### src/rtl/alu_result_packer.sv
// Buffers ALU result words in a small FIFO and serialises them LSB-byte-first
// onto a ready/valid byte stream, flagging any word dropped for lack of space.
module alu_result_packer #(
    parameter int WIDTH = 16,
    parameter int DEPTH = 2
) (
    input  logic             clk,
    input  logic             rst,
    input  logic [WIDTH-1:0] alu_out,
    input  logic             alu_valid,
    output logic [7:0]       byte_out,
    output logic             byte_valid,
    input  logic             byte_ready,
    output logic             busy,
    output logic             overflow,
    input  logic             ovf_clr
);
    localparam int NBYTES = WIDTH / 8;
    localparam int PTR_W  = $clog2(DEPTH);
    localparam int CNT_W  = $clog2(DEPTH) + 1;
    localparam int IDX_W  = (NBYTES > 1) ? $clog2(NBYTES) : 1;
    localparam logic [CNT_W-1:0] FULL_CNT = CNT_W'(DEPTH);
    localparam logic [IDX_W-1:0] LAST_IDX = IDX_W'(NBYTES - 1);

    typedef enum logic {IDLE, SEND} state_t;

    state_t           state;
    logic [WIDTH-1:0] mem [DEPTH];
    logic [PTR_W-1:0] wr_ptr;
    logic [PTR_W-1:0] rd_ptr;
    logic [CNT_W-1:0] count;
    logic [WIDTH-1:0] shift;
    logic [IDX_W-1:0] idx;

    logic             fifo_empty;
    logic             fifo_full;
    logic             xfer;
    logic             last_xfer;
    logic             pop;
    logic             push;
    logic             drop;
    logic [WIDTH-1:0] head;
    logic [WIDTH-1:0] shifted;

    assign fifo_empty = (count == '0);
    assign fifo_full  = (count == FULL_CNT);
    assign head       = mem[rd_ptr];
    assign shifted    = shift >> 8;
    assign xfer       = byte_valid && byte_ready;
    assign last_xfer  = xfer && (idx == LAST_IDX);

    // A pop on the last-byte edge frees a slot, so a full FIFO can still accept.
    assign pop  = !fifo_empty && ((state == IDLE) || last_xfer);
    assign push = alu_valid && (!fifo_full || pop);
    assign drop = alu_valid && fifo_full && !pop;
    assign busy = (state == SEND) || !fifo_empty;

    always_ff @(posedge clk) begin
        if (push) begin
            mem[wr_ptr] <= alu_out;
        end
    end

    always_ff @(posedge clk or posedge rst) begin
        if (rst) begin
            wr_ptr <= '0;
            rd_ptr <= '0;
            count  <= '0;
        end else begin
            if (push) begin
                wr_ptr <= wr_ptr + PTR_W'(1);
            end
            if (pop) begin
                rd_ptr <= rd_ptr + PTR_W'(1);
            end
            case ({push, pop})
                2'b10:   count <= count + CNT_W'(1);
                2'b01:   count <= count - CNT_W'(1);
                default: count <= count;
            endcase
        end
    end

    always_ff @(posedge clk or posedge rst) begin
        if (rst) begin
            overflow <= 1'b0;
        end else if (drop) begin
            overflow <= 1'b1;
        end else if (ovf_clr) begin
            overflow <= 1'b0;
        end
    end

    // byte_out always mirrors the low byte of the shift register while sending.
    always_ff @(posedge clk or posedge rst) begin
        if (rst) begin
            state      <= IDLE;
            shift      <= '0;
            idx        <= '0;
            byte_out   <= '0;
            byte_valid <= 1'b0;
        end else begin
            case (state)
                IDLE: begin
                    if (pop) begin
                        state      <= SEND;
                        shift      <= head;
                        idx        <= '0;
                        byte_out   <= head[7:0];
                        byte_valid <= 1'b1;
                    end
                end
                SEND: begin
                    if (last_xfer) begin
                        if (pop) begin
                            shift    <= head;
                            idx      <= '0;
                            byte_out <= head[7:0];
                        end else begin
                            state      <= IDLE;
                            shift      <= '0;
                            idx        <= '0;
                            byte_out   <= '0;
                            byte_valid <= 1'b0;
                        end
                    end else if (xfer) begin
                        shift    <= shifted;
                        idx      <= idx + IDX_W'(1);
                        byte_out <= shifted[7:0];
                    end
                end
                default: begin
                    state      <= IDLE;
                    byte_valid <= 1'b0;
                    byte_out   <= '0;
                end
            endcase
        end
    end

endmodule

### config.mk
export PLATFORM = sky130hd
export DESIGN_NAME = alu_result_packer
export DESIGN_NICKNAME = d
export VERILOG_FILES = /design/src/rtl/alu_result_packer.sv
export SDC_FILE = /design/constraint.sdc
export NUM_CORES = 1
export LEC_CHECK = 0
export CAP_MARGIN = 0
export CORE_MARGIN = 3
export CORE_UTILIZATION = 45
export DETAILED_ROUTE_END_ITERATION = 16
export PLACE_DENSITY = 0.78
export SYNTH_ARGS = -nofsm -noshare
export SYNTH_HDL_FRONTEND = slang
export SYNTH_SLANG_ARGS = --single-unit
### constraint.sdc
create_clock -name clk -period 2 [get_ports clk]
set_input_delay 0.4 -clock clk [delete_from_list [all_inputs] [get_ports clk]]
set_output_delay 0.4 -clock clk [all_outputs]
set_load 0.02 [all_outputs]
-- After elaboration in Yosys (flattened, before gate mapping)
Memory sizes are Yosys's and may differ from the RTL's.
Cells that the tools add are included.
W data, S select, Z words.
- register bits: 32
- bits in writable memories: 32
- input bits: 21
- output and inout bits: 11
- logic and storage cells: 66
- memories: 1
- memories (name ; words ; width ; read ports ; clocked after memory_dff ; write ports ; RTL line ; RTL):
    mem ; 2 ; 16 ; 1 ; 0 ; 1 ; 28 ; logic [WIDTH-1:0] mem [DEPTH];
- add/sub/neg operators: 5
- eq/ne operators: 7
- mux-type cells: 26
- bitwise logic cells: 1
- reduce and logical (&&, ||, !) cells: 17
- operators by type and width (cell ; count):
    $mux W16 ; 4
    $mux W8 ; 4
    $pmux W16 S2 ; 1
    $pmux W8 S2 ; 1
    $mux W1 ; 12
    $logic_and A1 B1 Y1 ; 6
    $pmux W1 S2 ; 3
    $eq A2 B2 Y1 const B ; 2
    $ne A2 B2 Y1 const B ; 2
    $pmux W2 S2 ; 1
    $reduce_bool A2 Y1 ; 2
    $add A1 B1 Y1 const B ; 3
    $logic_not A1 Y1 ; 3
    $logic_or A1 B1 Y1 ; 3
    $ne A3 B1 Y1 const B ; 1
    $reduce_and A3 Y1 ; 1
    $add A2 B1 Y2 const B ; 1
    $eq A2 B1 Y1 const B ; 1
    $logic_not A2 Y1 ; 1
    $ne A2 B1 Y1 const B ; 1
    $reduce_and A2 Y1 ; 1
    $sub A2 B1 Y2 const B ; 1
    $not A1 Y1 ; 1

-- Depth between registers and ports, before layout
Gate-level depths: netlist of the first run.
- depth after elaboration: 8
- mapped depth: 6
- depth with buffers taken out: 3

-- Worst setup path after synthesis of the first run
OpenSTA, ideal clock, no wires.
- kind: flip-flop to flip-flop
- start: register byte_valid
- end: memory mem[0][0] (enable)
- setup time: 0.390 ns
- arrival: 1.765 ns
- required time: 1.610 ns
- slack: -0.155 ns
- cell stages (with the launch flop): 4
- path buffers: 0
- period minus slack after synthesis: 2.155 ns
- path through: dfrtp_1 nand3_1 a31oi_1 nor2b_1
- cells in the longest elaborated chain, start to end: 8
- ends and longest elaborated chain (item ; RTL line ; RTL):
    start, declared ; 12 ; output logic byte_valid,
    start signal, assigned ; 101 ; byte_valid <= 1'b0;
    start signal, assigned ; 110 ; byte_valid <= 1'b1;
    start signal, assigned ; 124 ; byte_valid <= 1'b0;
    $logic_and A1 B1 Y1 ; 49 ; assign xfer = byte_valid && byte_ready;
    $logic_and A1 B1 Y1 ; 50 ; assign last_xfer = xfer && (idx == LAST_IDX);
    $logic_or A1 B1 Y1 ; 53 ; assign pop = !fifo_empty && ((state == IDLE) || last_xfer);
    $logic_and A1 B1 Y1 ; 53 ;
    $logic_or A1 B1 Y1 ; 54 ; assign push = alu_valid && (!fifo_full || pop);
    $logic_and A1 B1 Y1 ; 54 ;
    $mux W1 ; 59 ; if (push) begin
    $mux W1 (implied by the code) ; 60 ; mem[wr_ptr] <= alu_out;
    end, declared ; 28 ;
No other way between the ends.

-- Worst setup path in the final report of the first run
- start: register byte_valid
- end: output port byte_valid
No word-level cell between the ends.

==> results.json, run 1 <==
{
  "grt_antenna_before_repair": 0,
  "data_arrival_time_of_the_critical_path_ns": 1.41,
  "core_region_area_um2": 4910,
  "buffer_ports.inserted": 31,
  "cts_made_buffers": 5,
  "tritoncts": "yes",
  "fin_crit_ns": 1.81,
  "antenna-diode-count": 0,
  "number_of_global_route_vias_before_repair": 1407,
  "post-route-cell-area_um2": 2850,
  "slew_headroom": 0.668,
  "status": "complete, no violations",
  "grt_setup_unrepaired": "no",
  "postCtsHoldBufs": 0,
  "tritoncts_num_sinks": 56,
  "timing.clock.skew_ns": 0.00623,
  "powerDensity_nw_per_um2": 923,
  "clock_path_buffers": 2,
  "timing.setup.critical_path_class": "reg -> out",
  "cts_setup_buffers": 0,
  "maxClockFrequency_mhz": 551,
  "syn-cell-area_um2": 2370,
  "worst_setup_path_start_kind": "flop",
  "synthToLayoutAreaGrowth_pct": 20.2,
  "r2r_setup_slack_ns": 0.30,
  "synth_sequential_area_ratio": 0.659,
  "synthesized_instance_count": 171,
  "ys_top_cells_by_area": "sky130_fd_sc_hd__edfxtp_1 (41%), sky130_fd_sc_hd__dfrtp_1 (25%), sky130_fd_sc_hd__mux2i_1 (3.8%)",
  "route.detailed.vias_per_inst": 5.34,
  "period_share": 0.907,
  "drc": 0,
  "synth_async_sr_flop_share": 0.429,
  "setup_viol_count_final": 0,
  "die-width_um": 78.6,
  "clock-root-buffer": "sky130_fd_sc_hd__clkbuf_8",
  "drt_pass1_iterations": 4,
  "worst_hold_slack_ns": 0.423,
  "number_of_flops_mapped_to_enable_cells_by_yosys": 32,
  "synth-seq-cells": 56,
  "final_nets": 224,
  "synth_ff_type": "sky130_fd_sc_hd__edfxtp_1",
  "min-delay-path-class": "in -> async",
  "synth_top_cell_by_area": "sky130_fd_sc_hd__edfxtp_1",
  "yosys.cell_types.count": 34,
  "routed_wire_length_per_instance_um": 15.1,
  "grt_max_degree": 25,
  "start_util": 0.482,
  "tightestPinTransition_ns": 0.498,
  "timing.critical_path.buf_inv": 1,
  "grt_pass1_wl_mm": 6.68,
  "track_usage": 0.140,
  "dr_total_vias": 1446,
  "report.final.slew_viol_count": 0,
  "cp_top_family": "buffers and inverters",
  "gp_routability_congestion": 0.777,
  "global_route.overflow_total": 0,
  "boundaryPins": 32,
  "ys_warn_count": 0,
  "cap_violations": 0,
  "postSynthNetCount": 192,
  "hold_violations_final": 0,
  "timing.setup.tns_ns": 0,
  "cellLeakagePower_nw": 1.05,
  "post_cts_resize_count": 1,
  "critical_path.endpoint_type": "output pin",
  "post-synth-top-area-fraction": 0.406,
  "critical_path_required_ns": 1.60,
  "routed_antenna_nets": 0,
  "share_of_final_layout_standard_cells_stronger_than_drive_strength_1": 0.167,
  "num_rows": 25,
  "dpl-instance-area_um2": 2740,
  "clkSlewWorstSetupHoldPaths_ns": 0.10,
  "timing.critical_path.slowest_stage_cell": "sky130_fd_sc_hd__clkdlybuf4s50_1",
  "detailedRoute.firstIterationViolations": 81,
  "postRouteWirelength_mm": 4.09,
  "critical_path.cell_chain": "clkdlybuf4s50_1",
  "ir_drop_mv": 0.458,
  "detailedPlacementHpwl_mm": 2.92,
  "clock_latency_ns": 0.31,
  "critPathMaxStageDelay_ns": 0.65,
  "die-height_um": 78.6,
  "syn_avg_cell_area_um2": 13.9,
  "die-area_um2": 6170,
  "path_max_fanout": 8,
  "clock_tree.htree_level_count": 2
}
-- cell usage in the layout (no fill, tap or decap), types with 2 or more instances in the layout --
| master | n |
|---|---|
| sky130_fd_sc_hd__a21oi_1 | 9 |
| sky130_fd_sc_hd__a31oi_1 | 10 |
| sky130_fd_sc_hd__buf_4 | 12 |
| sky130_fd_sc_hd__clkbuf_8 | 5 |
| sky130_fd_sc_hd__clkdlybuf4s50_1 | 30 |
| sky130_fd_sc_hd__dfrtp_1 | 24 |
| sky130_fd_sc_hd__edfxtp_1 | 32 |
| sky130_fd_sc_hd__inv_1 | 5 |
| sky130_fd_sc_hd__mux2_2 | 8 |
| sky130_fd_sc_hd__mux2i_1 | 9 |
| sky130_fd_sc_hd__nand2_1 | 3 |
| sky130_fd_sc_hd__nand3_1 | 12 |
| sky130_fd_sc_hd__o21ai_0 | 11 |
| sky130_fd_sc_hd__o2bb2ai_1 | 8 |
| sky130_fd_sc_hd__xor2_1 | 2 |
-- Yosys cell counts, types with 2 or more instances --
master and count:
sky130_fd_sc_hd__a21oi_1 9, sky130_fd_sc_hd__a31oi_1 10, sky130_fd_sc_hd__buf_2 5, sky130_fd_sc_hd__buf_4 11, sky130_fd_sc_hd__buf_6 2, sky130_fd_sc_hd__dfrtp_1 24
sky130_fd_sc_hd__edfxtp_1 32, sky130_fd_sc_hd__inv_1 5, sky130_fd_sc_hd__mux2_2 8, sky130_fd_sc_hd__mux2i_1 9, sky130_fd_sc_hd__nand2_1 3, sky130_fd_sc_hd__nand3_1 12
sky130_fd_sc_hd__nor2b_1 2, sky130_fd_sc_hd__o21ai_0 11, sky130_fd_sc_hd__o2bb2ai_1 8, sky130_fd_sc_hd__xor2_1 2
-- worst register-to-register path: stages (launching register included) --
cell                      delay [ns]
sky130_fd_sc_hd__dfrtp_1        0.39
sky130_fd_sc_hd__buf_4          0.16
sky130_fd_sc_hd__nor2b_1        0.15
sky130_fd_sc_hd__a31oi_1        0.29
sky130_fd_sc_hd__nor2b_2        0.23
sky130_fd_sc_hd__buf_4          0.19
-- layout make-up --
class / count / area [µm²]
fillers: 411 / 2060
flip-flops and latches: 56 / 1560
inverters: 5 / 18.8
multi-input cells: 91 / 657
clock inverters: 1 / 8.76
clock buffers: 7 / 97.6
repair buffers: 44 / 419
well taps: 67 / 83.8
-- sequential cells by signal, summed over array words and instances (netlist names) --
register	count
count	2
overflow	1
byte_out	7
idx	1
rd_ptr	1
shift	9
wr_ptr	1
mem	32
byte_valid	1
state	1
-- worst paths after layout --
kind,startpoint,to,depth (start not counted)
worst max-delay path,byte_valid,byte_valid,1
worst min-delay path,rst,overflow,3
worst max register to register,count[1],mem[0][1],5
worst min register to register,shift[10],shift[10],1
max in group asynchronous,rst,wr_ptr,3
min in group clk,shift[10],shift[10],1
-- per-layer routing --
metal,share of wire,vias up,track usage
li1,-,699,-
met1,0.44,696,0.187
met2,0.50,46,0.228
met3,0.054,5,0.0344
met4,0.012,0,0.0437
met5,0,-,0
-- stage by stage --
step | cells | utilization | worst slack, ns | power [mW]
after floorplan | 171 | - | 0.125 | 1.77
after global placement | 263 | 0.558 | 0.0587 | 1.97
after detailed placement | 263 | 0.558 | 0.000493 | 1.98
after CTS | 271 | 0.580 | 0.171 | 2.66
after global routing | 271 | 0.580 | 0.115 | 2.75
final | 271 | 0.580 | 0.186 | 2.63
-- power breakdown --
part	switching, mW	internal [mW]	leakage [nW]	total (mW)
Sequential	0.0562	1.44	0.620	1.49
Clock	0.350	0.328	0.0540	0.679
Combinational	0.245	0.213	0.371	0.457
Total	0.651	1.98	1.05	2.63
-- kinds of logic (layout without fill, tap and decap cells) --
logic type | after synthesis | in the layout | share of synthesized area
buffers and inverters | 24 | 57 | 0.0644
and+or+nand+nor | 26 | 26 | 0.0629
AOI/OAI and AO/OA | 45 | 45 | 0.126
DFF | 56 | 56 | 0.659
muxes | 17 | 17 | 0.0761
xor gates and xnor gates | 3 | 3 | 0.0111
No activity file was read; power rests on OpenSTA's default activity.
==> inputs of run 2 (changes only) <==
--- a/config.mk
+++ b/config.mk
@@ -7,9 +7,10 @@
 export LEC_CHECK = 0
 export CAP_MARGIN = 0
 export CORE_MARGIN = 3
-export CORE_UTILIZATION = 45
+export CORE_UTILIZATION = 35
 export DETAILED_ROUTE_END_ITERATION = 16
-export PLACE_DENSITY = 0.78
+export PLACE_DENSITY = 0.65
+export SETUP_SLACK_MARGIN = 0.15
 export SYNTH_ARGS = -nofsm -noshare
 export SYNTH_HDL_FRONTEND = slang
 export SYNTH_SLANG_ARGS = --single-unit
==> run 2 against run 1 <==
Compared with the run above: non-clock buffer count grew 2; wire length rose by 3.4%; design area grew 1.1%; hold slack worse by 0.0083 ns; largest power group unchanged.
==> results.json, run 2 (synthesized netlist as in run 1, its figures left out) <==
{
  "status": "complete, no violations",
  "start_util": 0.367,
  "track_usage": 0.118,
  "min-delay-path-class": "in -> async",
  "number_of_flip_flops_under_the_largest_register_name": 32,
  "ir_drop_mv": 0.311,
  "dr_total_vias": 1475,
  "hold_violations_final": 0,
  "drc": 0,
  "power.share.switching": 0.261,
  "timing.setup.tns_ns": 0,
  "detailedRoute.firstIterationViolations": 129,
  "period_share": 0.888,
  "boundaryPins": 32,
  "synthToLayoutAreaGrowth_pct": 21.4,
  "slew_headroom": 0.774,
  "dp.cells": 275,
  "data_arrival_time_of_the_critical_path_ns": 1.38,
  "cap_violations": 0,
  "final_nets": 226,
  "critPathMaxStageDelay_ns": 0.39,
  "gp_routability_congestion": 0.781,
  "die-height_um": 88.3,
  "largest-register": "mem",
  "report.final.slew_viol_count": 0,
  "path_max_fanout": 2,
  "grt_setup_unrepaired": "no",
  "die-width_um": 88.3,
  "clock_latency_ns": 0.31,
  "number_of_global_route_vias_before_repair": 1431,
  "tritoncts": "yes",
  "global_route.overflow_total": 0,
  "power_frac_comb": 0.187,
  "post-route-cell-area_um2": 2880,
  "critical_path.endpoint_type": "output pin",
  "setup_viol_count_final": 0,
  "timing.clock.skew_ns": 0.0148,
  "most_common_cell_after_layout_fill_and_taps_aside": "sky130_fd_sc_hd__edfxtp_1",
  "clock_tree.htree_level_count": 2,
  "worst_hold_slack_ns": 0.414,
  "antenna-diode-count": 0,
  "instances_no_fill": 283,
  "critical_path_required_ns": 1.60,
  "timing.critical_path.slowest_stage_cell": "sky130_fd_sc_hd__dfrtp_1",
  "grt_max_degree": 25,
  "grt_pass1_wl_mm": 6.93,
  "internal_power_mw": 1.91,
  "maxClockFrequency_mhz": 563,
  "clock-root-buffer": "sky130_fd_sc_hd__clkbuf_8",
  "power.share.sequential": 0.575,
  "powerDensity_nw_per_um2": 900,
  "critical_path.cell_chain": "or3_4 -> clkdlybuf4s15_1",
  "worst_setup_path_start_kind": "flop",
  "routed_wire_length_per_instance_um": 14.9,
  "die-area_um2": 7790,
  "cts_made_buffers": 5,
  "routed_antenna_nets": 0,
  "commonest_non_fill_non_tap_cells_in_the_layout": "sky130_fd_sc_hd__edfxtp_1 (32), sky130_fd_sc_hd__clkdlybuf4s50_1 (29), sky130_fd_sc_hd__dfrtp_1 (24), sky130_fd_sc_hd__buf_4 (13), sky130_fd_sc_hd__nand3_1 (12)",
  "grt_antenna_before_repair": 0,
  "route.detailed.vias_per_inst": 5.21,
  "cts_setup_buffers": 0,
  "timing.setup.critical_path_class": "reg -> out",
  "clkSlewWorstSetupHoldPaths_ns": 0.11,
  "postRouteWirelength_mm": 4.22,
  "pwr-share-clk": 0.238,
  "power.switching_mw": 0.675,
  "dpl-instance-area_um2": 2790,
  "timing.critical_path.from": "count[1]",
  "share_of_final_layout_standard_cells_stronger_than_drive_strength_1": 0.180,
  "fin_crit_ns": 1.78,
  "tightestPinTransition_ns": 0.340,
  "tritoncts_num_sinks": 56,
  "cellLeakagePower_nw": 1.06,
  "drt_pass1_iterations": 5,
  "detailedPlacementHpwl_mm": 2.98,
  "num_rows": 29,
  "critical_path.reg2reg.startpoint": "count[1]",
  "clock_path_buffers": 2,
  "core_region_area_um2": 6460,
  "buffer_ports.inserted": 31,
  "largestRegisters": "mem x32, shift x9, byte_out x7"
}
run 2: worst paths after layout:
path | to | slack, ns | cells past startpoint
max in group asynchronous | shift[8] | 1.33 | 3
min reg2reg | shift[8] | 0.51 | 1
max reg2reg | mem[1][2] | 0.37 | 5
max | busy | 0.22 | 2
min in group clk | shift[8] | 0.51 | 1
min | byte_valid | 0.41 | 3
run 2: layout make-up:
type / instances / area (µm²)
inverter: 5 / 18.8
multi-input combinational: 91 / 662
timing repair buffer: 46 / 447
fill: 608 / 3580
clock buffer: 5 / 68.8
sequential: 56 / 1560
clock inverter: 3 / 22.5
tap: 77 / 96.3
run 2: through the flow:
| step | setup WS [ns] | power (mW) | utilization |
|---|---|---|---|
| 6_report | 0.223 | 2.59 | 0.445 |
| 5_1_grt | 0.178 | 2.71 | 0.445 |
| 4_1_cts | 0.178 | 2.62 | 0.445 |
| 3_5_place_dp | 0.0513 | 2.00 | 0.431 |
| 3_3_place_gp | 0.0832 | 1.99 | 0.431 |
| 2_1_floorplan | 0.166 | 1.78 | - |
run 2: critical path: cells and delay by family, from the launching register on:
kind / cells / cell delay (ns)
flops: 1 / 0.39
simple gates: 1 / 0.38
buf+inv: 1 / 0.29
run 2: power by group through the flow:
stage	combinational, mW	sequential [mW]	clock, mW
6_report	0.485	1.49	0.616
5_1_grt	0.529	1.51	0.673
4_1_cts	0.487	1.49	0.637
3_5_place_dp	0.483	1.52	0
3_3_place_gp	0.482	1.51	0
2_1_floorplan	0.262	1.51	0
run 2: metal layers:
layer	track usage	vias to the layer above	routed length (µm)
met2	0.188	47	1930
met5	0	-	0
li1	-	702	-
met1	0.156	717	1970
met3	0.0242	9	224
met4	0.0549	0	94
run 2: repair_timing:
item | CTS | global route
pin swaps | 0 | 0
gates cloned | 0 | 0
hold buffers | 0 | 0
resized for setup | 2 | 1
setup endpoints to repair | 2 | 1
